==> src/rtl/int_injector.sv <==
// Interrupt stimulus generator: raises a level interrupt when the CPU's architectural PC
// hits an armed trigger slot, holds it until a response store or timeout, then cools down.
module int_injector #(
    parameter int          NUM_TRIG = 4,
    parameter logic [31:0] ACK_ADDR = 32'h0000_7F20,
    parameter logic [15:0] TIMEOUT  = 16'd1000,
    parameter logic [3:0]  COOLDOWN = 4'd3,
    localparam int         IDX_W    = (NUM_TRIG > 1) ? $clog2(NUM_TRIG) : 1
) (
    input  logic             clk,
    input  logic             reset,
    input  logic [31:0]      macroscopic_pc,
    input  logic [31:0]      m_int_addr,
    input  logic [3:0]       m_int_byteen,
    input  logic             cfg_we,
    input  logic [IDX_W-1:0] cfg_idx,
    input  logic [31:0]      cfg_pc,
    input  logic             cfg_en,
    output logic             interrupt,
    output logic [7:0]       int_count,
    output logic             timeout
);

    typedef enum logic [1:0] {
        IDLE   = 2'd0,
        ASSERT = 2'd1,
        COOL   = 2'd2
    } state_t;

    state_t        state_q, state_d;
    logic [15:0]   hold_cnt_q, hold_cnt_d;
    logic [3:0]    cool_cnt_q, cool_cnt_d;
    logic          interrupt_q, interrupt_d;
    logic [7:0]    int_count_q, int_count_d;
    logic          timeout_q, timeout_d;

    logic [NUM_TRIG-1:0] slot_match;
    logic                any_match;
    logic                ack;
    logic                hold_done;
    logic                unused_low_bits;

    // Word-granular compares throughout; the byte-offset bits carry no meaning here.
    assign unused_low_bits = ^{macroscopic_pc[1:0], m_int_addr[1:0], cfg_pc[1:0]};

    assign ack       = (|m_int_byteen) && (m_int_addr[31:2] == ACK_ADDR[31:2]);
    assign any_match = |slot_match;
    assign hold_done = ({1'b0, hold_cnt_q} + 17'd1) >= {1'b0, TIMEOUT};

    generate
        for (genvar gi = 0; gi < NUM_TRIG; gi++) begin : g_slot
            logic [29:0] pc_q, pc_d;
            logic        en_q, en_d;
            logic        fired_q, fired_d;
            logic        wr;

            // A write to this slot masks its match so the new contents are judged next cycle.
            assign wr = cfg_we && (cfg_idx == IDX_W'(gi));
            assign slot_match[gi] = en_q && !fired_q && !wr &&
                                    (pc_q == macroscopic_pc[31:2]);

            always_comb begin
                pc_d    = pc_q;
                en_d    = en_q;
                fired_d = fired_q;
                if (wr) begin
                    pc_d    = cfg_pc[31:2];
                    en_d    = cfg_en;
                    fired_d = 1'b0;
                end else if (state_q == IDLE && slot_match[gi]) begin
                    fired_d = 1'b1;
                end
            end

            always_ff @(posedge clk or negedge reset) begin
                if (!reset) begin
                    pc_q    <= '0;
                    en_q    <= 1'b0;
                    fired_q <= 1'b0;
                end else begin
                    pc_q    <= pc_d;
                    en_q    <= en_d;
                    fired_q <= fired_d;
                end
            end
        end
    endgenerate

    always_ff @(posedge clk or negedge reset) begin
        if (!reset) begin
            state_q     <= IDLE;
            hold_cnt_q  <= '0;
            cool_cnt_q  <= '0;
            interrupt_q <= 1'b0;
            int_count_q <= '0;
            timeout_q   <= 1'b0;
        end else begin
            state_q     <= state_d;
            hold_cnt_q  <= hold_cnt_d;
            cool_cnt_q  <= cool_cnt_d;
            interrupt_q <= interrupt_d;
            int_count_q <= int_count_d;
            timeout_q   <= timeout_d;
        end
    end

    // With no cooldown the release goes straight back to IDLE.
    always_comb begin
        state_d = state_q;
        unique case (state_q)
            IDLE:    if (any_match) state_d = ASSERT;
            ASSERT:  if (ack || hold_done) state_d = (COOLDOWN == 4'd0) ? IDLE : COOL;
            COOL:    if (cool_cnt_q == COOLDOWN - 4'd1) state_d = IDLE;
            default: state_d = IDLE;
        endcase
    end

    always_comb begin
        hold_cnt_d  = hold_cnt_q;
        cool_cnt_d  = cool_cnt_q;
        interrupt_d = interrupt_q;
        int_count_d = int_count_q;
        timeout_d   = timeout_q;
        unique case (state_q)
            IDLE: begin
                if (any_match) begin
                    interrupt_d = 1'b1;
                    hold_cnt_d  = '0;
                end
            end
            ASSERT: begin
                hold_cnt_d = hold_cnt_q + 16'd1;
                if (ack) begin
                    interrupt_d = 1'b0;
                    cool_cnt_d  = '0;
                    if (int_count_q != 8'hFF) int_count_d = int_count_q + 8'd1;
                end else if (hold_done) begin
                    interrupt_d = 1'b0;
                    timeout_d   = 1'b1;
                    cool_cnt_d  = '0;
                end
            end
            COOL:    cool_cnt_d = cool_cnt_q + 4'd1;
            default: ;
        endcase
    end

    assign interrupt = interrupt_q;
    assign int_count = int_count_q;
    assign timeout   = timeout_q;

endmodule

==> config.mk <==
export PLATFORM = sky130hd
export DESIGN_NAME = int_injector
export DESIGN_NICKNAME = d
export VERILOG_FILES = /design/src/rtl/int_injector.sv
export SDC_FILE = /design/constraint.sdc
export NUM_CORES = 1
export LEC_CHECK = 0
export BUFFER_PORTS_ARGS = -buffer_cell sky130_fd_sc_hd__buf_4
export CORE_ASPECT_RATIO = 0.9
export CORE_UTILIZATION = 40
export CTS_CLUSTER_DIAMETER = 100
export DETAILED_ROUTE_END_ITERATION = 6
export PLACE_DENSITY = 0.63
export SETUP_SLACK_MARGIN = 0.1
export SLEW_MARGIN = 20
export SYNTH_ARGS = -nofsm -noshare
export SYNTH_HDL_FRONTEND = slang
export SYNTH_SLANG_ARGS = --single-unit
==> constraint.sdc <==
create_clock -name clk -period 4.6 [get_ports clk]
set_clock_uncertainty 0.2 [all_clocks]
set_input_delay 0.23 -clock clk [delete_from_list [all_inputs] [get_ports clk]]
set_output_delay 0.23 -clock clk [all_outputs]
set_load 0.01 [all_outputs]
Word level (Yosys, flattened, before mapping)
Index checks and enable logic that the tools add are counted.

word-level totals
  register bits = 160
  input bits = 106
  logic and storage cells = 107

operators by class
  $add $sub $neg = 4
  $lt $le $gt $ge = 1
  eq/ne operators = 16
  muxes and demuxes = 21
  bitwise gates (word level) = 1
  reductions and logical operators = 46

operator list
  cell                                                                 number
  == test 30 bit                                                       4
  case mux 16 bit (2 select lines)                                     1
  == test 30 x 13 -> 1 bit, second input constant                      1
  logical AND 1 bit                                                    21
  adder 16 x 1 -> 17 bit, second input constant                        1
  greater-or-equal comparator 17 x 10 -> 1 bit, second input constant  1
  adder 16 x 1 -> 16 bit, second input constant                        1
  2-to-1 mux 16 bit                                                    1
  AND reduction 3 bit                                                  4
  nonzero test 2 bit                                                   6
  2-to-1 mux 1 bit                                                     11
  adder 8 x 1 -> 8 bit, second input constant                          1
  logical NOT 1 bit                                                    8
  2-to-1 mux 4 bit                                                     2
  != test 8 bit, second input constant                                 1
  case mux 4 bit (2 select lines)                                      1
  OR reduction 4 bit                                                   2
  == test 2 bit, second input constant                                 3
  2-to-1 mux 2 bit                                                     3
  != test 2 bit, second input constant                                 3
  case mux 2 bit (3 select lines)                                      1
  adder 4 x 1 -> 4 bit, second input constant                          1
  == test 2 x 1 -> 1 bit, second input constant                        2
  == test 4 x 2 -> 1 bit, second input constant                        1
  other kinds (6)                                                      8

Longest topological paths before layout
  word-level depth = 8
  gate-level depth with buffers = 7
  gate-level depth less buffers = 7

Worst setup path after synthesis
OpenSTA, ideal clock, no wires.

  path kind = register to register
  from = register g_slot[3].pc_q[17]
  to = register hold_cnt_q[12]
  library setup time = 0.121 ns
  arrival = 1.938 ns
  slack = 2.341 ns
  stages on the path, launching flop included = 8
  buffers on the path = 1
  cell sequence = dfrtp_1 > xor2_1 > nor4_1 > nand4_1 > or4_4 > a41oi_4 > buf_6 > nor2_2

between the ends
  cells in the longest elaborated chain, start to end = 5

ends and longest elaborated chain
  what                                  RTL line  RTL
  start, declared                       52        logic [29:0] pc_q, pc_d;
  start signal, assigned                81        pc_q <= pc_d;
  == test 30 bit                        60        (pc_q == macroscopic_pc[31:2]);
  logical AND 1 bit                     59        assign slot_match[gi] = en_q && !fired_q && !wr &&
  OR reduction 4 bit                    47        assign any_match = |slot_match;
  != test 2 bit (no source line)        -
  AND reduction 2 bit (no source line)  -
  end signal, assigned                  99        hold_cnt_q <= hold_cnt_d;
  end, declared                         31        logic [15:0] hold_cnt_q, hold_cnt_d;

No other way between the ends.
A chain may end at the register's enable or synchronous reset.

Final worst setup path
  from = register g_slot[1].pc_q[8]
  to = register interrupt_q, in the netlist interrupt

between the ends
  cells in the longest elaborated chain, start to end = 5

ends and longest elaborated chain
  what                                  RTL line  RTL
  start, declared                       52
  start signal, assigned                81
  == test 30 bit                        60
  logical AND 1 bit                     59
  OR reduction 4 bit                    47
  != test 2 bit (no source line)        -
  AND reduction 3 bit (no source line)  -
  end signal, assigned                  101       interrupt_q <= interrupt_d;
  end, declared                         33        logic interrupt_q, interrupt_d;

No other way between the ends.

==> impl_metrics.py <==
metrics = {
    "die": {
        "initial_core_util": 0.4112,
        "core_area_um2": 19340,
        "row_count": 48,
        "io_pins": 116,
        "die_w_um": 150.6,
        "die_y_um": 135.8,
        "dieArea_um2": 20450,
    },
    "placed_design": {
        "numPortBuffers": 109,
        "placed_area_um2": 9059,
        "gp_congestion": 0.8301,
        "hpwl_um": 14360,
        "dp_cells": 985,
    },
    "sta": {
        "max_slew_margin": 0.4591,
        "report.final.setup_viol": 0,
        "worstMarginPinSlew_ns": 0.8083,
        "setup-tns-final_ns": 0,
        "grt_setup_unrepaired": "false",
        "maxSlewViolCount": 0,
        "hold_viol_final": 0,
        "fin_crit_ns": 3.038,
        "fmax_ghz": 0.3291,
        "period_share": 0.6605,
    },
    "clocking": {
        "htreeDepth": 4,
        "cts_tree": "built",
        "clockBufferDepth": 2,
        "cts_buffers": 17,
        "ctsResizeCount": 0,
        "cts_root_buf": "clkbuf_16",
        "clk_latency_ns": 0.43,
        "clkSinkCount": 160,
        "path_clk_slew_ns": 0.06,
    },
    "global_route": {
        "antenna_found_initial": 0,
        "grt_usage": 0.2026,
        "busiest_layer": "met2",
        "grt_pass1_wl_um": 30430,
        "grt_pass1_vias": 5594,
        "grt_max_degree": 86,
        "grtUsageMet2": 0.3108,
        "grt_overflow_total": 0,
        "use_met1": 0.2853,
        "gr-usage-met3": 0.04747,
    },
    "yosys": {
        "syn_inst": 638,
        "synth_top_area_cell": "dfrtp_1",
        "ys_types": 54,
        "ys_warn_count": 0,
        "synth.most_common_cell": "dfrtp_1",
        "synth_edf_count": 0,
        "netlist_area_um2": 7953,
        "synth_nets": 748,
        "synth-seq-cells": 160,
        "yosysTopAreaCellShare": 0.5035,
        "synth_area_leaders": "dfrtp_1 (50%), mux2_2 (18%), xor2_1 (10%), xnor2_1 (5.4%), nand4_1 (2.1%)",
        "ys_top_cells_by_count": "dfrtp_1 (160), mux2_2 (125), xor2_1 (95)",
        "synth_area_per_cell_um2": 12.46,
        "ys_seq_area_frac": 0.5035,
        "async_flop_share": 1.000,
        "synth_flop_cell": "dfrtp_1",
    },
    "worst_setup_path": {
        "cp.arrival_ns": 3.18,
        "reg2regPathDepth": 6,
        "path_buf_inv": 0,
        "slowest_delay_ns": 0.65,
        "r2r_slack_ns": 1.56,
        "critPathKind": "register to register",
        "critPathTopFamily": "simple AND/OR/NAND/NOR gates",
        "slowest_stage": "or4_1",
        "cp_cell_sequence": "xor2_1 > nor4_1 > nand4_1 > or4_1 > a41oi_4 > o21bai_2",
        "r2r_end": "interrupt$_DFFE_PN0P_",
        "startpoint_type": "register",
        "critical_path.max_fanout": 15,
        "rr_startpoint": "g_slot[1].pc_q[8]$_DFFE_PN0P_",
        "required_ns": 4.74,
        "critPathCaptureType": "register",
    },
    "power": {
        "p_per_area_nw_per_um2": 379.9,
        "power.leakage_nw": 4.272,
        "p_total_mw": 3.779,
        "ir_drop_mv": 0.2562,
    },
    "drt": {
        "wl_per_cell_um": 18.93,
        "via_per_inst": 5.214,
        "routed_wl_um": 19840,
        "ant_nets": 0,
        "dr.pass1.iters": 4,
        "drtIter0Drc": 240,
        "drc_errors": 0,
        "vias": 5464,
    },
    "status": {
        "status": "finished clean",
    },
    "layout": {
        "drive_gt1_frac": 0.3647,
        "fillCellCount": 1767,
        "antenna_cells": 0,
        "area_delta_synth_final_pct": 25.08,
        "final_nets": 896,
        "final_util": 0.5144,
        "design_area_um2": 9947,
        "layout.cells.non_filler": 1048,
    },
    "worst_hold_path": {
        "hp-class": "primary input to register",
        "holdPathEnd": "int_count[0]$_DFFE_PN0P_",
        "hold_path_startpoint": "m_int_addr[30]",
        "whs_path_depth": 5,
    },
    "job": {
        "max-cap-violations": 0,
    },
}
## cell families after synthesis
kind of cell / synth area share
DFF: 0.5035
adders and majority gates: 0.006294
and+or+nand+nor: 0.1097
muxes: 0.1784
buffers and inverters: 0.01322
xor gates and xnor gates: 0.1586
AOI/OAI and AO/OA: 0.03037
## final cells by class
cell class	instances	area [um^2]	share of cell area
clock buffer	23	488.0	0.04906
clock inverter	8	80.08	0.008050
timing repair buffer	147	1187	0.1194
inverter	7	26.28	0.002642
sequential	160	4004	0.4025
multi-input combinational	453	3849	0.3869
tap	250	312.8	0.03145
## metrics by stage
| step | setup WS (ns) | hold slack (ns) |
|---|---|---|
| floorplan | 2.341 | -0.2656 |
| global placement | 1.596 | 0.1285 |
| detailed placement | 1.531 | 0.1460 |
| CTS | 1.534 | 0.02631 |
| global route | 1.418 | 0.05635 |
| finish | 1.562 | 0.04264 |
## flip-flops by register name, indices dropped and copies added (netlist names)
| signal | flops |
|---|---|
| cool_cnt_q | 4 |
| hold_cnt_q | 16 |
| int_count | 8 |
| interrupt | 1 |
| state_q | 2 |
| g_slot.pc_q | 120 |
| timeout | 1 |
| g_slot.fired_q | 4 |
| g_slot.en_q | 4 |
## power breakdown
| part | internal [mW] | switching [mW] | leakage [nW] |
|---|---|---|---|
| combinational | 0.367 | 0.305 | 2.13 |
| clock | 0.799 | 0.554 | 0.272 |
| sequential | 1.62 | 0.137 | 1.87 |
## repair_timing
action	4_1_cts	5_1_grt
buffers inserted	0	0
hold buffers	32	0
hold endpoints to repair	207	0
## how the worst max path moves through the flow
| stage | from | slack, ns | end | cells past startpoint |
|---|---|---|---|---|
| final | g_slot[1].pc_q[8]$_DFFE_PN0P_ | 1.56 | interrupt$_DFFE_PN0P_ | 6 |
| after detailed placement | macroscopic_pc[10] | 1.53 | interrupt$_DFFE_PN0P_ | 7 |
| after global placement | macroscopic_pc[10] | 1.60 | interrupt$_DFFE_PN0P_ | 7 |
| after CTS | g_slot[1].pc_q[8]$_DFFE_PN0P_ | 1.53 | interrupt$_DFFE_PN0P_ | 6 |
| after global routing | g_slot[1].pc_q[8]$_DFFE_PN0P_ | 1.42 | interrupt$_DFFE_PN0P_ | 6 |
| after floorplan | g_slot[3].pc_q[17]$_DFFE_PN0P_ | 2.34 | hold_cnt_q[12]$_DFFE_PN0P_ | 7 |
## metal layers
layer  up-vias  part of all wire
li1       2575                 -
met1      2777              0.48
met2       105              0.47
met3         7             0.046
met4         0            0.0052
met5         -                 0
## placed cells by master, fill, tap and decap left out, types with 5 or more instances in the layout
master | synthesis | routed
xnor2_1 | 49 | 49
nor4_1 | 27 | 27
nor3_1 | 7 | 7
nor2_2 | 10 | 10
xor2_1 | 95 | 95
buf_4 | 0 | 114
inv_1 | 7 | 7
o21ai_0 | 5 | 5
mux2_2 | 125 | 125
nand4_1 | 27 | 27
dlygate4sd3_1 | 0 | 32
nand3_1 | 11 | 11
clkbuf_16 | 0 | 17
nand2_1 | 12 | 12
nor2_1 | 27 | 27
dfrtp_1 | 160 | 160
## worst min-delay path, stage by stage
cell and delay, ns:
buf_4 0.08, nor4_1 0.03, nand4_1 0.08, nor4_2 0.07, xor2_1 0.12
(Power assumes the default switching activity.)
